--- config.mk ---
export PLATFORM = sky130hd
export DESIGN_NAME = lif_neuron
export DESIGN_NICKNAME = d
export VERILOG_FILES = /design/src/rtl/lif_neuron.sv
export SDC_FILE = /design/constraint.sdc
export NUM_CORES = 1
export LEC_CHECK = 0
export ABC_AREA = 1
export CORE_MARGIN = 1.5
export CORE_UTILIZATION = 30
export CTS_BUF_LIST = sky130_fd_sc_hd__clkbuf_2 sky130_fd_sc_hd__clkbuf_4 sky130_fd_sc_hd__clkbuf_8
export DETAILED_ROUTE_END_ITERATION = 6
export GPL_TIMING_DRIVEN = 0
export MAX_ROUTING_LAYER = met4
export PLACE_DENSITY = 0.6
export SLEW_MARGIN = 0
export SYNTH_ARGS = -nofsm -noshare
export SYNTH_HDL_FRONTEND = slang
export SYNTH_SLANG_ARGS = --single-unit
--- constraint.sdc ---
create_clock -name clk -period 5.4 [get_ports clk]
set_input_delay 0.54 -clock clk [delete_from_list [all_inputs] [get_ports clk]]
set_output_delay 0.54 -clock clk [all_outputs]
set_load 0.1 [all_outputs]
--- src/rtl/lif_neuron.sv ---
// Leaky integrate-and-fire neuron core.
// Consumes the unsigned synaptic sum from the upstream adder tree. On every
// timestep strobe (en) it leaks, integrates with saturation, compares against
// a threshold and either fires (one-cycle spike plus optional refractory
// period) or keeps the new membrane potential. All outputs are registered.
//
// Handshake: there is no back-pressure. en=1 on a rising edge is one
// integration step; its result is visible on the outputs right after that
// edge. spike is a one-cycle pulse and is 0 on every cycle not following a
// firing step.
module lif_neuron #(
    parameter int SUM_W = 7,
    parameter int MEM_W = 8,
    parameter int REF_W = 4,
    parameter int CNT_W = 8
) (
    input  logic             clk,
    input  logic             reset,
    input  logic             en,
    input  logic [SUM_W-1:0] sum_in,
    input  logic [MEM_W-1:0] threshold,
    input  logic [2:0]       leak_shift,
    input  logic [REF_W-1:0] refrac_len,
    output logic             spike,
    output logic [MEM_W-1:0] membrane,
    output logic             refractory,
    output logic [CNT_W-1:0] spike_cnt
);

    typedef enum logic [0:0] {
        INTEG  = 1'b0,
        REFRAC = 1'b1
    } state_t;

    state_t           state_q, state_d;
    logic [REF_W-1:0] rc_q, rc_d;
    logic [MEM_W-1:0] mem_q, mem_d;
    logic             spike_q, spike_d;
    logic [CNT_W-1:0] cnt_q, cnt_d;

    logic [MEM_W-1:0] leak;
    logic [MEM_W-1:0] v_leaked;
    logic [MEM_W:0]   v_sum;
    logic [MEM_W-1:0] v_next;
    logic             fire;

    // Datapath: leak, integrate with saturation, threshold compare.
    // A shift of 0 means "no leak" rather than "leak everything".
    always_comb begin
        leak     = (leak_shift == 3'd0) ? '0 : (mem_q >> leak_shift);
        v_leaked = mem_q - leak;
        v_sum    = {1'b0, v_leaked} + {{(MEM_W + 1 - SUM_W){1'b0}}, sum_in};
        v_next   = v_sum[MEM_W] ? {MEM_W{1'b1}} : v_sum[MEM_W-1:0];
        fire     = (v_next >= threshold);
    end

    // Next-state and next-output logic; everything holds unless en is high.
    always_comb begin
        state_d = state_q;
        rc_d    = rc_q;
        mem_d   = mem_q;
        spike_d = 1'b0;
        cnt_d   = cnt_q;
        if (en) begin
            case (state_q)
                INTEG: begin
                    if (fire) begin
                        spike_d = 1'b1;
                        mem_d   = '0;
                        cnt_d   = cnt_q + CNT_W'(1);
                        if (refrac_len != '0) begin
                            state_d = REFRAC;
                            rc_d    = refrac_len;
                        end
                    end else begin
                        mem_d = v_next;
                    end
                end
                REFRAC: begin
                    // Input is ignored; membrane stays clamped at rest.
                    mem_d = '0;
                    if (rc_q <= REF_W'(1)) begin
                        rc_d    = '0;
                        state_d = INTEG;
                    end else begin
                        rc_d = rc_q - REF_W'(1);
                    end
                end
                default: begin
                    state_d = INTEG;
                    rc_d    = '0;
                end
            endcase
        end
    end

    // State registers with synchronous reset taking priority over en.
    always_ff @(posedge clk) begin
        if (reset) begin
            state_q <= INTEG;
            rc_q    <= '0;
            mem_q   <= '0;
            spike_q <= 1'b0;
            cnt_q   <= '0;
        end else begin
            state_q <= state_d;
            rc_q    <= rc_d;
            mem_q   <= mem_d;
            spike_q <= spike_d;
            cnt_q   <= cnt_d;
        end
    end

    assign spike      = spike_q;
    assign membrane   = mem_q;
    assign refractory = (state_q == REFRAC);
    assign spike_cnt  = cnt_q;

endmodule

# Yosys cells after proc, flatten, opt, wreduce, memory -nomap -nowiden
# Cells that the tools add are included.
# word_totals
out_inout_bits	18
elab_cells	34
input_bits	25
regBits	22
# op_classes
addsub	4
n_reduce_logical	5
shift	1
muxes	13
n_bitwise	2
n_lt_le_gt_ge	2
n_eq_ne	2
# op_table
cell	n
2-to-1 mux 8 bit	3
case mux 8 bit (2 select lines)	1
2-to-1 mux 4 bit	3
adder 8 x 7 -> 9 bit	1
adder 8 x 1 -> 8 bit, second input constant	1
greater-or-equal comparator 8 bit	1
case mux 4 bit (2 select lines)	1
right shift 8 x 3 -> 8 bit	1
subtractor 8 bit	1
AND reduction 3 bit	2
<= comparator 4 x 1 -> 1 bit, second input constant	1
2-to-1 mux 1 bit	4
!= test 2 bit, second input constant	2
nonzero test 4 bit	1
subtractor 4 x 1 -> 4 bit, second input constant	1
logical NOT 3 bit	1
OR reduction 3 bit	1
inverter 1 bit	2
case mux 1 bit (2 select lines)	1

# Longest topological paths before layout
# depth
word_depth	8
depth_mapped	35
depth_no_buf	34

# Worst setup path after synthesis
# OpenSTA, ideal clock, no wires.
# synth_path
kind	register to register
from	register mem_q[7] (netlist: membrane[7])
to	register state_q (netlist: refractory)
path_slack_ps	614
setup_time_ps	76
path_stages_with_launch	32
t_arrival_ps	4710
n_path_buf	0
synth_period_minus_slack_ps	4786
t_required_ps	5324
path_cell_list	dfxtp_1 -> inv_1 -> o21ai_0 -> inv_1 -> o21ai_0 -> nand2_1 -> o21ai_0 -> ha_1 -> inv_1 -> fa_1 -> nand3_1 -> nand2_1 -> xnor2_1 -> inv_1 -> ha_1 -> nand2_1 -> inv_2 -> nand3_1 -> nand3_2 -> nand2_1 -> nand2_1 -> nand2_4 -> nand3_2 -> ha_1 -> nand2_1 -> nor2_1 -> nand4_1 -> nand3_2 -> nand2_2 -> inv_2 -> nand2_1 -> o22ai_1
# synth_between
elab_chain_len	8
# synth_lines
item	line	rtl
from (decl)	37	logic [MEM_W-1:0] mem_q, mem_d;
from (signal assigned)	108	mem_q <= mem_d;
right shift 8 x 3 -> 8 bit	50	leak = (leak_shift == 3'd0) ? '0 : (mem_q >> leak_shift);
2-to-1 mux 8 bit	50	
subtractor 8 bit (*)	51	v_leaked = mem_q - leak;
adder 8 x 7 -> 9 bit (*)	52	v_sum = {1'b0, v_leaked} + {{(MEM_W + 1 - SUM_W){1'b0}}, sum_in};
2-to-1 mux 8 bit (*)	53	v_next = v_sum[MEM_W] ? {MEM_W{1'b1}} : v_sum[MEM_W-1:0];
greater-or-equal comparator 8 bit (*)	54	fire = (v_next >= threshold);
2-to-1 mux 1 bit (*)	67	if (fire) begin
case mux 1 bit (2 select lines) (*)	65	case (state_q)
to (signal assigned)	106	state_q <= state_d;
to (decl)	35	state_t state_q, state_d;
# Every way passes the cells marked *; elsewhere a longest branch is shown, timed or not.
# A chain may end at the register's enable or synchronous reset.

# Worst setup path in the final report
# layout_path
from	input port leak_shift[2]
to	register state_q (netlist: refractory)
# layout_between
elab_chain_len	8
word_cells_on_any_way	9
cone_classes	add/sub: 2; order compare: 1; shift: 1; mux: 4; reduce/logical: 1
# layout_lines
item	line	rtl
from (decl)	22	input logic [2:0] leak_shift,
right shift 8 x 3 -> 8 bit / logical NOT 3 bit (equally long branches)	50	
2-to-1 mux 8 bit (*)	50	
subtractor 8 bit (*)	51	
adder 8 x 7 -> 9 bit (*)	52	
2-to-1 mux 8 bit (*)	53	
greater-or-equal comparator 8 bit (*)	54	
2-to-1 mux 1 bit (*)	67	
case mux 1 bit (2 select lines) (*)	65	
# Marked as above.

==> metrics.yaml <==
io_pins: 43
effective_utilization_at_floorplan: 0.307
timing.final.max_slew_violations: 0
postSynthCellCount: 333
place.detailed.hpwl_mm: 4.18
setup.reg_to_reg.worst_slack_ns: 0.68
drv_cap: 0
floorplan.die_area_um2: 7860
numPlacedInstances: 471
grt_pass1_wl_mm: 8.85
cts.root.buffer_cell: "clkbuf_8"
result_of_the_run: "complete, no violations"
critical_path.top_delay_family: "simple AND/OR/NAND/NOR gates"
ys.warnings.count: 0
drive_gt1_frac: 0.106
setup_tns_ns: 0
numPortBuffers: 39
drt.antenna.violating_nets: 0
crit_top_cell: "nand2_1"
slew_headroom: 0.352
path_max_fanout: 10
die_height_um: 88.7
final_hold_violations: 0
via_count_of_the_first_global_routing_pass: 2086
cp_slowest_stage_delay_ns: 0.57
timing.hold.worst.class: "reg2reg"
layout.cells.most_common_list: "nand2_1, inv_1, clkdlybuf4s50_1, ha_1, dfxtp_1"
cts-root-to-sink-buffers: 2
worst-setup-path-type: "in2reg"
worst_pin_slew_ns: 0.968
route.vias.total: 2145
synth_sequential_area_ratio: 0.200
count_of_placed_standard_cells_in_the_final_layout_fillers_left_out: 475
worst_clock_skew_ns: 0.00173
drt-total-wl_mm: 5.22
place_area_um2: 2720
cts.clk_slew.worst_paths_ns: 0.08
cp_data_required_time_ns: 5.60
setup_viol: 0
post_cts.repair.setup_buffers: 0
design_area_um2: 2780
layout.cells.most_common: "nand2_1"
finish.net_count: 429
dr.first_iter.drc_count: 72
rsz0062_at_grt: "false"
crit_buf_inv: 6
area_delta_synth_final_pct: 26.4
max_freq_mhz: 207
synthesis.area_um2: 2200
cts_num_sinks: 22
layout.filler_cells: 773
critical_path.startpoint_type: "primary input"
coreArea_um2: 7180
syn_avg_cell_area_um2: 6.61
num_rows: 31
synth_nets: 385
critical_path_arrival_ns: 5.03
grtUsageTotal: 0.144
synthDistinctLibCells: 31
num_antenna_cells: 0
dieWidth_um: 88.7
tritoncts: "yes"
synth_seq_cells: 22
antenna_found_initial: 0
worst_path_max_delay_cell: "clkdlybuf4s50_1"
avgViaCountPerCell: 4.52
endpoint_kind: "flip-flop"
grt_start_max_net_pins: 13
clock_latency_ns: 0.27
cts-htree-levels: 1
routed_wire_length_per_instance_um: 11.0
finalCritPeriodShare: 0.894
drcViolationCount: 0
numCtsBuffers: 3
gpl.final_weighted_congestion: 0.825
hold_ws_ns: 0.496
drt-pass1-iter-count: 4
period_minus_slack_ns: 4.83
globalRouteOverflowTotal: 0
sequential cells by signal, summed over array words and instances, names as in the netlist:
register,cells
membrane,8
rc_q,4
refractory,1
spike,1
spike_cnt,8
synth_stat cells:
cell type,instances,area share
o22ai_1,1,0.0028
a31oi_1,1,0.0028
nor2_4,1,0.0051
dfxtp_1,22,0.20
clkbuf_1,2,0.0034
nand2_2,12,0.034
a21oi_4,1,0.0074
inv_2,4,0.0068
nand2_4,1,0.0051
a32o_1,1,0.0045
a21oi_1,21,0.048
inv_1,50,0.085
nor2_1,14,0.024
buf_2,2,0.0045
xnor2_1,11,0.044
xor2_1,5,0.020
fa_1,2,0.018
o31ai_1,1,0.0034
o21ai_0,14,0.032
nand3_1,20,0.045
o21a_1,1,0.0034
nand4_1,9,0.026
mux2i_1,1,0.0045
a21oi_2,9,0.036
ha_1,25,0.14
o21ai_2,1,0.0040
nand3_2,4,0.018
a21boi_0,1,0.0034
nor4_1,1,0.0028
a22o_1,1,0.0040
nand2_1,94,0.16
routing by layer:
layer  routed length, µm  vias up  track usage
met1                2650      930        0.186
met2                2370       43        0.244
met5                   0        -            -
met3                 145        5       0.0112
met4                  41        0       0.0327
li1                    -     1167            -
area by class of cell:
cell class / count / area (µm²) / area share
timing repair buffer: 39 / 390 / 0.140
sequential: 22 / 440 / 0.158
inverter: 54 / 203 / 0.0728
buffer: 4 / 17.5 / 0.00629
tap: 99 / 124 / 0.0445
clock buffer: 4 / 55.1 / 0.0198
multi-input combinational: 253 / 1550 / 0.558
repair_timing:
action	CTS	global route
hold buffers	0	0
hold endpoints to repair	0	0
resized for setup	0	2
setup endpoints to repair	0	14
cells by family (layout without fill, tap and decap cells):
family	count (synthesis)	after routing	synth area share
mux	1	1	0.00455
buf+inv	58	101	0.100
xor+xnor	16	16	0.0636
compound gates	53	53	0.151
simple gates	156	156	0.320
flops	22	22	0.200
fa+ha+maj	27	27	0.160
worst register-to-register path, delay by kind of cell (launching register included):
kind / cells / cell delay, ns
simple gates: 16 / 1.65
fa+ha+maj: 4 / 1.23
compound gates: 4 / 0.59
buf+inv: 6 / 0.57
flops: 1 / 0.47
xor+xnor: 1 / 0.16
final timing paths:
kind / depth (start not counted) / startpoint / endpoint
setup reg to reg: 31 / membrane[7] / refractory
setup / recovery: 29 / leak_shift[2] / refractory
hold reg to reg: 2 / membrane[0] / membrane[0]
hold / removal: 2 / membrane[0] / membrane[0]
stage by stage:
stage | setup slack [ns] | util
after floorplan | 0.614 | -
final | 0.574 | 0.388
after global routing | 0.0145 | 0.388
after detailed placement | 0.191 | 0.379
after global placement | 0.226 | 0.379
after CTS | 0.448 | 0.386
Power is not shown: default switching activity piles up to over one toggle a cycle in this logic, so the estimate is an artifact.
